<file path="config.mk">
export PLATFORM = sky130hd
export DESIGN_NAME = alu_slice_sequencer
export DESIGN_NICKNAME = d
export VERILOG_FILES = /design/src/rtl/alu_slice_sequencer.sv
export SDC_FILE = /design/constraint.sdc
export NUM_CORES = 1
export LEC_CHECK = 0
export ABC_AREA = 1
export BUFFER_PORTS_ARGS = -buffer_cell sky130_fd_sc_hd__buf_2
export CORE_UTILIZATION = 34
export DETAILED_ROUTE_END_ITERATION = 8
export PLACE_DENSITY = 0.62
export SLEW_MARGIN = 30
export SYNTH_ARGS = -nofsm -noshare
export SYNTH_HDL_FRONTEND = slang
export SYNTH_SLANG_ARGS = --single-unit
</file>
<file path="constraint.sdc">
create_clock -name clk -period 5.9 [get_ports clk]
set_input_delay 1.18 -clock clk [delete_from_list [all_inputs] [get_ports clk]]
set_output_delay 1.18 -clock clk [all_outputs]
set_load 0.03 [all_outputs]
</file>
<file path="src/rtl/alu_slice_sequencer.sv">
// alu_slice_sequencer
//   Bit-serial-by-nibble ALU: one 74181-style 4-bit slice is reused once per
//   cycle, LSB slice first, to produce a WIDTH-bit result. The result is
//   identical to NSLICE slices ripple-cascaded combinationally.
//
// Ports
//   clk, rst        clock, asynchronous active-high reset
//   ena             clock enable; all state holds when low
//   start           request an operation (taken only in IDLE)
//   acc             1 = use current f as the A operand instead of port a
//   a, b            operands (WIDTH bits)
//   s, m, cin       74181 function select, mode (1 = logic), cn (active-low carry)
//   f, cout, equal  registered result, final cn4, AND of slice A=B outputs
//   busy, done      operation in progress, one-cycle completion pulse

// Single 4-bit 74181 slice, active-high data convention.
//   a, b   4-bit operands      s, m, cn  function select, mode, carry in (active low)
//   f      4-bit result        cn4       carry out (active low)
//   aeqb   high when f is all ones
module alu_74181 (
   input  logic [3:0] a,
   input  logic [3:0] b,
   input  logic [3:0] s,
   input  logic       m,
   input  logic       cn,
   output logic [3:0] f,
   output logic       cn4,
   output logic       aeqb
);
   logic [3:0] g, p;
   logic [4:0] c;

   always_comb begin
      // g is always a subset of p, so arithmetic mode computes p + g + carry.
      g    = (a & ~b & {4{s[2]}}) | (a & b & {4{s[3]}});
      p    = a | (b & {4{s[0]}}) | (~b & {4{s[1]}});
      c    = '0;
      c[0] = ~cn;
      for (int i = 0; i < 4; i++) c[i+1] = g[i] | (p[i] & c[i]);
      f    = m ? ~(p ^ g) : (p ^ g ^ c[3:0]);
      cn4  = ~c[4];
      aeqb = &f;
   end
endmodule

module alu_slice_sequencer #(
   parameter int WIDTH = 16
) (
   input  logic             clk,
   input  logic             rst,
   input  logic             ena,
   input  logic             start,
   input  logic             acc,
   input  logic [WIDTH-1:0] a,
   input  logic [WIDTH-1:0] b,
   input  logic [3:0]       s,
   input  logic             m,
   input  logic             cin,
   output logic [WIDTH-1:0] f,
   output logic             cout,
   output logic             equal,
   output logic             busy,
   output logic             done
);
   localparam int NSLICE = WIDTH / 4;
   localparam int IW     = (NSLICE > 1) ? $clog2(NSLICE) : 1;

   generate
      if (WIDTH < 4 || (WIDTH % 4) != 0) begin : g_bad_width
         $error("alu_slice_sequencer: WIDTH must be a multiple of 4 and at least 4");
      end
   endgenerate

   typedef enum logic {IDLE, BUSY} state_t;
   state_t state, state_next;

   logic [IW-1:0]    idx;
   logic [WIDTH-1:0] op_a, op_b, work, work_next;
   logic [3:0]       op_s;
   logic             op_m, op_cin, carry, eq_acc;
   logic [3:0]       sl_a, sl_b, sl_f;
   logic             sl_cn, sl_cn4, sl_eq, last;

   // Select the operand nibbles of the current slice.
   always_comb begin
      sl_a = '0;
      sl_b = '0;
      for (int i = 0; i < NSLICE; i++) begin
         if (idx == IW'(i)) begin
            sl_a = op_a[4*i +: 4];
            sl_b = op_b[4*i +: 4];
         end
      end
   end

   // Working register with the current slice result merged in; loaded into f
   // directly on the last slice so the final nibble is included.
   always_comb begin
      work_next = work;
      for (int i = 0; i < NSLICE; i++) begin
         if (idx == IW'(i)) work_next[4*i +: 4] = sl_f;
      end
   end

   assign sl_cn = (idx == '0) ? op_cin : carry;
   assign last  = (idx == IW'(NSLICE - 1));
   assign busy  = (state == BUSY);

   alu_74181 u_slice (
      .a    (sl_a),
      .b    (sl_b),
      .s    (op_s),
      .m    (op_m),
      .cn   (sl_cn),
      .f    (sl_f),
      .cn4  (sl_cn4),
      .aeqb (sl_eq)
   );

   always_ff @(posedge clk or posedge rst) begin
      if (rst) state <= IDLE;
      else     state <= state_next;
   end

   always_comb begin
      state_next = state;
      if (ena) begin
         case (state)
            IDLE:    if (start) state_next = BUSY;
            BUSY:    if (last)  state_next = IDLE;
            default: state_next = IDLE;
         endcase
      end
   end

   always_ff @(posedge clk or posedge rst) begin
      if (rst) begin
         idx    <= '0;
         op_a   <= '0;
         op_b   <= '0;
         op_s   <= '0;
         op_m   <= 1'b0;
         op_cin <= 1'b0;
         work   <= '0;
         carry  <= 1'b0;
         eq_acc <= 1'b0;
         f      <= '0;
         cout   <= 1'b0;
         equal  <= 1'b0;
         done   <= 1'b0;
      end else begin
         // done clears on the following edge even when ena is low.
         done <= 1'b0;
         if (ena) begin
            if (state == IDLE && start) begin
               op_a   <= acc ? f : a;
               op_b   <= b;
               op_s   <= s;
               op_m   <= m;
               op_cin <= cin;
               idx    <= '0;
               eq_acc <= 1'b1;
            end else if (state == BUSY) begin
               work   <= work_next;
               carry  <= sl_cn4;
               eq_acc <= eq_acc & sl_eq;
               idx    <= idx + 1'b1;
               if (last) begin
                  idx   <= '0;
                  f     <= work_next;
                  cout  <= sl_cn4;
                  equal <= eq_acc & sl_eq;
                  done  <= 1'b1;
               end
            end
         end
      end
   end
endmodule

</file>
Word-level counts from Yosys, hierarchy flattened. Cells that the tools add are included.

Register bits after elaboration: 78. Output and inout port bits: 20. Logic and storage cells: 79.

Equality and inequality tests: 3. Add/sub/neg operators: 1. Bitwise logic cells: 26. Multiplexer cells: 27. Reduce and logical (&&, ||, !) cells: 8.

Operator list (count): 2-to-1 mux 4 bit (13); bitwise AND 4 bit (6); 2-to-1 mux 16 bit (1); bitwise OR 4 bit (3); 2-to-1 mux 1 bit (9); NOT 4 bit (2); AND reduction 4 bit (2); bitwise XOR 4 bit (2); 2-to-1 mux 2 bit (3); bitwise AND 1 bit (5); equality test 2 bit (second input constant) (2); NOT 1 bit (4); bitwise OR 1 bit (4); AND reduction 2 bit (2); AND reduction 3 bit (1); adder 2 x 1 -> 2 bit (second input constant) (1); equality test 2 x 1 -> 1 bit (second input constant) (1); logical NOT 2 bit (1); case mux 1 bit (2 select lines) (1); nonzero test 2 bit (1); logical AND 1 bit (1).

Logic depth before layout (Yosys ltp).
Depth in word-level cells: 20. Gate-level depth with buffers: 21. Depth with buffers taken out: 20.

By module. From an unflattened synthesis, not the netlist that was laid out.

Cells, all modules: 526. Area, all modules: 3891.2 µm².

Modules (own cells, without submodules): alu_slice_sequencer (instances 1, cells an instance 461, sequential area each 1851.8 µm², area each 3548.4 µm²); alu_74181 (instances 1, cells an instance 65, sequential area each 0.0 µm², area each 342.8 µm²).

Least setup slack after synthesis. OpenSTA, ideal clock, no wires.

Kind: input-to-reg. From: in ena. To: reg f[1]. Data required time: 5.763 ns. Stages on the path: 6. Path slack: 3.708 ns. Arrival time: 2.055 ns. Path through: nand2_1 -> nor2_1 -> inv_2 -> clkbuf_1 -> nand2_1 -> o21ai_0.

Cells in the longest elaborated chain, start to end: 1.

RTL lines: start, declared (line 51) `input logic ena,`; AND reduction 4 bit (no line); end signal, assigned (line 170) `f <= work_next;`; end, declared (line 59) `output logic [WIDTH-1:0] f,`.

No other way between the ends. A chain may end at the register's enable or synchronous reset.

Final worst setup path.
From: reg idx[0]. To: reg work[9].

Cells in the longest elaborated chain, start to end: 13. Elaborated cells on any way between the ends: 31. Classes of those cells: eq/ne (3); mux (11); bitwise (16); reduce/logical (1).

RTL lines: start, declared (line 77) `logic [IW-1:0] idx;`; start signal, assigned (line 167) `idx <= idx + 1'b1;`; logical NOT 2 bit (line 89, 105); 2-to-1 mux 4 bit (4 in a row) (line 89) `if (idx == IW'(i)) begin`; bitwise AND 4 bit or NOT 4 bit (tied branches) (line 36, 35); bitwise OR 4 bit, or another cell as far along (line 36) `p = a | (b & {4{s[0]}}) | (~b & {4{s[1]}});`; bitwise OR 4 bit or bitwise AND 4 bit (tied branches) (line 36, 35); bitwise AND 1 bit or bitwise OR 4 bit (tied branches) (line 39, 35); bitwise OR 1 bit or bitwise XOR 4 bit (tied branches) (line 39, 40); bitwise XOR 4 bit or NOT 4 bit (tied branches) (line 40) `f = m ? ~(p ^ g) : (p ^ g ^ c[3:0]);`; 2-to-1 mux 4 bit (line 40); 2-to-1 mux 4 bit * (line 101) `if (idx == IW'(i)) work_next[4*i +: 4] = sl_f;`; end signal, assigned (line 164) `work <= work_next;`; end, declared (line 78) `logic [WIDTH-1:0] op_a, op_b, work, work_next;`.

Every way passes the cells marked *; elsewhere a longest branch is shown, timed or not.

==> impl_metrics.tcl <==
set metrics [dict create \
    status "finished, final reports clean" \
    leakage_nw 2.28 \
    fin_crit_ns 3.06 \
    skew_ns 0.0117 \
    clock-sinks 74 \
    synthesis.area_sq_mm 0.00377 \
    synthToLayoutAreaGrowth_pct 17.0 \
    die_area_sq_mm 0.0115 \
    cts_resized 0 \
    cts_tree "done" \
    grt_pass1_wl_um 15400 \
    synthArstFlopShare 1.00 \
    finalWorstSetupSlack_ns 2.84 \
    numCtsBuffers 9 \
    root_buffer "clkbuf_8" \
    grt_pass1_vias 3192 \
    htreeDepth 3 \
    worst_hold_path_type "flip-flop to flip-flop" \
    ios 63 \
    grt_max_degree 75 \
    post_cts_buffers 0 \
    drt_pass1_iterations 6 \
    seq_area_sq_mm 0.00185 \
    power.density_cell_area_mw_per_mm2 643 \
    vias 3254 \
    drt-total-wl_um 9220 \
    critPathCaptureType "flip-flop" \
    nFillCells 1126 \
    clk_pin_slew_worst_paths_ns 0.08 \
    setup-tns-final_ns 0 \
    setup_viol 0 \
    antenna_found_initial 0 \
    yosysSeqAreaShare 0.491 \
    gp_congestion 0.800 \
    slew_headroom 0.424 \
    rows 38 \
    nNetsFinal 573 \
    insertedDiodeCount 0 \
    vias_per_cell 4.86 \
    crit_fanout 20 \
    syn_inst 472 \
    synth-edff-count 0 \
    worstPathArrival_ns 3.32 \
    postCtsHoldBufs 0 \
    synth-main-ff-cell "dfrtp_1" \
    start_kind "flip-flop" \
    report.final.slew_viol_count 0 \
    remaining_drc_errors 0 \
    dp_hpwl_um 6580 \
    overflow 0 \
    synth.distinct_cells 35 \
    finalCritPeriodShare 0.519 \
    syn_nets 519 \
    multi_input_area_sq_mm 0.00165 \
    portBuffers 62 \
    maxCapViolations 0 \
    grt_setup_unrepaired "no" \
    core_sq_mm 0.0108 \
    ant_nets 0 \
    die_x_um 107 \
    gr-usage-all-layers 0.175 \
    initial_core_util 0.348 \
    yosys_warnings 0 \
    worst-setup-path-type "flip-flop to flip-flop" \
    avgRoutedWirePerCell_um 13.8 \
    ys_ff_latch 74 \
    drive_above_1_share 0.213 \
    finalHoldViolCount 0 \
    worst_skew_pair.late_latency_ns 0.36 \
    fmax_ghz 0.327 \
    ir_drop_mv 0.211 \
    required_ns 6.16 \
    cts_max_path_buffers 2 \
    dp_slack_ns 2.72 \
    dieHeight_um 107 \
    synth_area_per_cell_sq_um 7.99 \
    worst_pin_slew_ns 0.859 \
    first_iter_violations 188 \
]
power by group:
| group | internal, mW | total, mW | switching (mW) |
|---|---|---|---|
| Combinational | 0.471 | 1.46 | 0.991 |
| Clock | 0.289 | 0.479 | 0.190 |
| Sequential | 0.745 | 0.892 | 0.147 |
| Total | 1.51 | 2.83 | 1.33 |
critical path: stages (launching register included):
cell and delay, ns:
dfrtp_1 0.44, inv_1 0.10, ha_1 0.69, inv_1 0.25
o21ai_0 0.22, a21o_1 0.16, nand2_1 0.08, nand2_1 0.07
nand3b_2 0.14, nand2_1 0.12, inv_1 0.05, o21ai_2 0.07
nand2_1 0.15, nand2_1 0.09, o21ai_1 0.09, o21ai_0 0.23
cells by family after synthesis:
| logic type | count (synthesis) | synth area share |
|---|---|---|
| AO/OA/AOI/OAI | 99 | 0.146 |
| flip-flops | 74 | 0.491 |
| buffers and inverters | 64 | 0.0714 |
| multiplexers | 1 | 0.00266 |
| adder cells (fa/ha/maj) | 4 | 0.0133 |
| AND/OR/NAND/NOR | 230 | 0.276 |
per-stage QoR:
step / area (sq um) / hold WS (ns) / power (mW) / instances / utilization
global route: 4410 / 0.489 / 3.07 / 670 / 0.407
global placement: 4170 / 0.454 / 2.32 / 655 / 0.384
CTS: 4410 / 0.479 / 2.84 / 670 / 0.406
detailed placement: 4170 / 0.459 / 2.35 / 655 / 0.384
floorplan: 3770 / 0.434 / 2.01 / 472 / -
finish: 4410 / 0.474 / 2.83 / 670 / 0.407
layer usage:
metal	track usage	vias up	routed length [um]
li1	-	1619	-
met1	0.239	1548	4490
met2	0.268	74	4140
met3	0.0351	13	392
met4	0.0783	0	197
met5	0	-	0
worst paths after layout:
check / from / end / slack [ns] / cells past startpoint
min in group asynchronous: rst / op_b[6]$_DFFE_PP0P_ / 0.97 / 3
min: op_b[9]$_DFFE_PP0P_ / op_b[9]$_DFFE_PP0P_ / 0.47 / 2
max in group asynchronous: rst / op_s[3]$_DFFE_PP0P_ / 4.46 / 3
max reg2reg: idx[0]$_DFFE_PP0P_ / work[9]$_DFFE_PP0P_ / 2.84 / 15
max: idx[0]$_DFFE_PP0P_ / work[9]$_DFFE_PP0P_ / 2.84 / 15
min reg2reg: op_b[9]$_DFFE_PP0P_ / op_b[9]$_DFFE_PP0P_ / 0.47 / 2
cells in the mapped netlist (2+ instances only):
cell / number / area share
nand2_1: 175 / 0.17
dfrtp_1: 74 / 0.49
o21ai_0: 52 / 0.069
inv_1: 41 / 0.041
nand3_1: 19 / 0.025
a21oi_1: 17 / 0.023
clkbuf_1: 15 / 0.015
o21ai_1: 14 / 0.019
nand2_2: 9 / 0.015
o211ai_1: 7 / 0.014
nor2_1: 6 / 0.0060
ha_1: 4 / 0.013
nand2_4: 4 / 0.012
nand3_2: 4 / 0.011
buf_6: 3 / 0.0090
nand3b_1: 3 / 0.0060
or2_2: 3 / 0.0050
a21oi_2: 2 / 0.0046
a22oi_1: 2 / 0.0040
buf_2: 2 / 0.0027
o21ai_2: 2 / 0.0046
sequential cells by signal, summed over array words and instances, names as in the netlist:
name	flops
op_b	16
f	16
eq_acc	1
op_m	1
op_a	16
op_s	4
carry	1
work	12
idx	2
op_cin	1
busy	1
equal	1
done	1
cout	1
cell usage in the layout, fill, tap and decap left out:
cell type and n:
o21ai_2 2, nand3_1 19, o211ai_1 7, buf_4 1, a22oi_1 2, nand3b_4 1
bufinv_16 3, o21ai_0 52, nor2_8 1, nand2_1 175, nand2_2 9, nand2_4 4
or2_1 1, ha_1 4, buf_2 62, nand4_2 1, nand3b_2 1, nor2_2 2
clkbuf_8 10, a21oi_2 2, clkinv_2 1, inv_2 2, clkinvlp_4 1, o211ai_2 1
dfrtp_1 74, nor2_1 5, nand3_2 4, a21oi_1 17, nand3b_1 3, o21ai_1 14
a21o_1 1, inv_1 40, or2_2 3, nand4_1 1, clkinv_1 1, buf_6 1
mux2i_1 1, a21boi_2 1
final cells by class:
type                            count  area share
Timing Repair Buffer               64      0.0746
Inverter                           43      0.0366
Multi-Input combinational cell    334       0.375
Sequential cell                    74       0.420
Clock buffer                       10      0.0312
Tap cell                          140      0.0397
Clock inverter                      5      0.0233
Note: power is estimated with default switching activity, not from simulation.
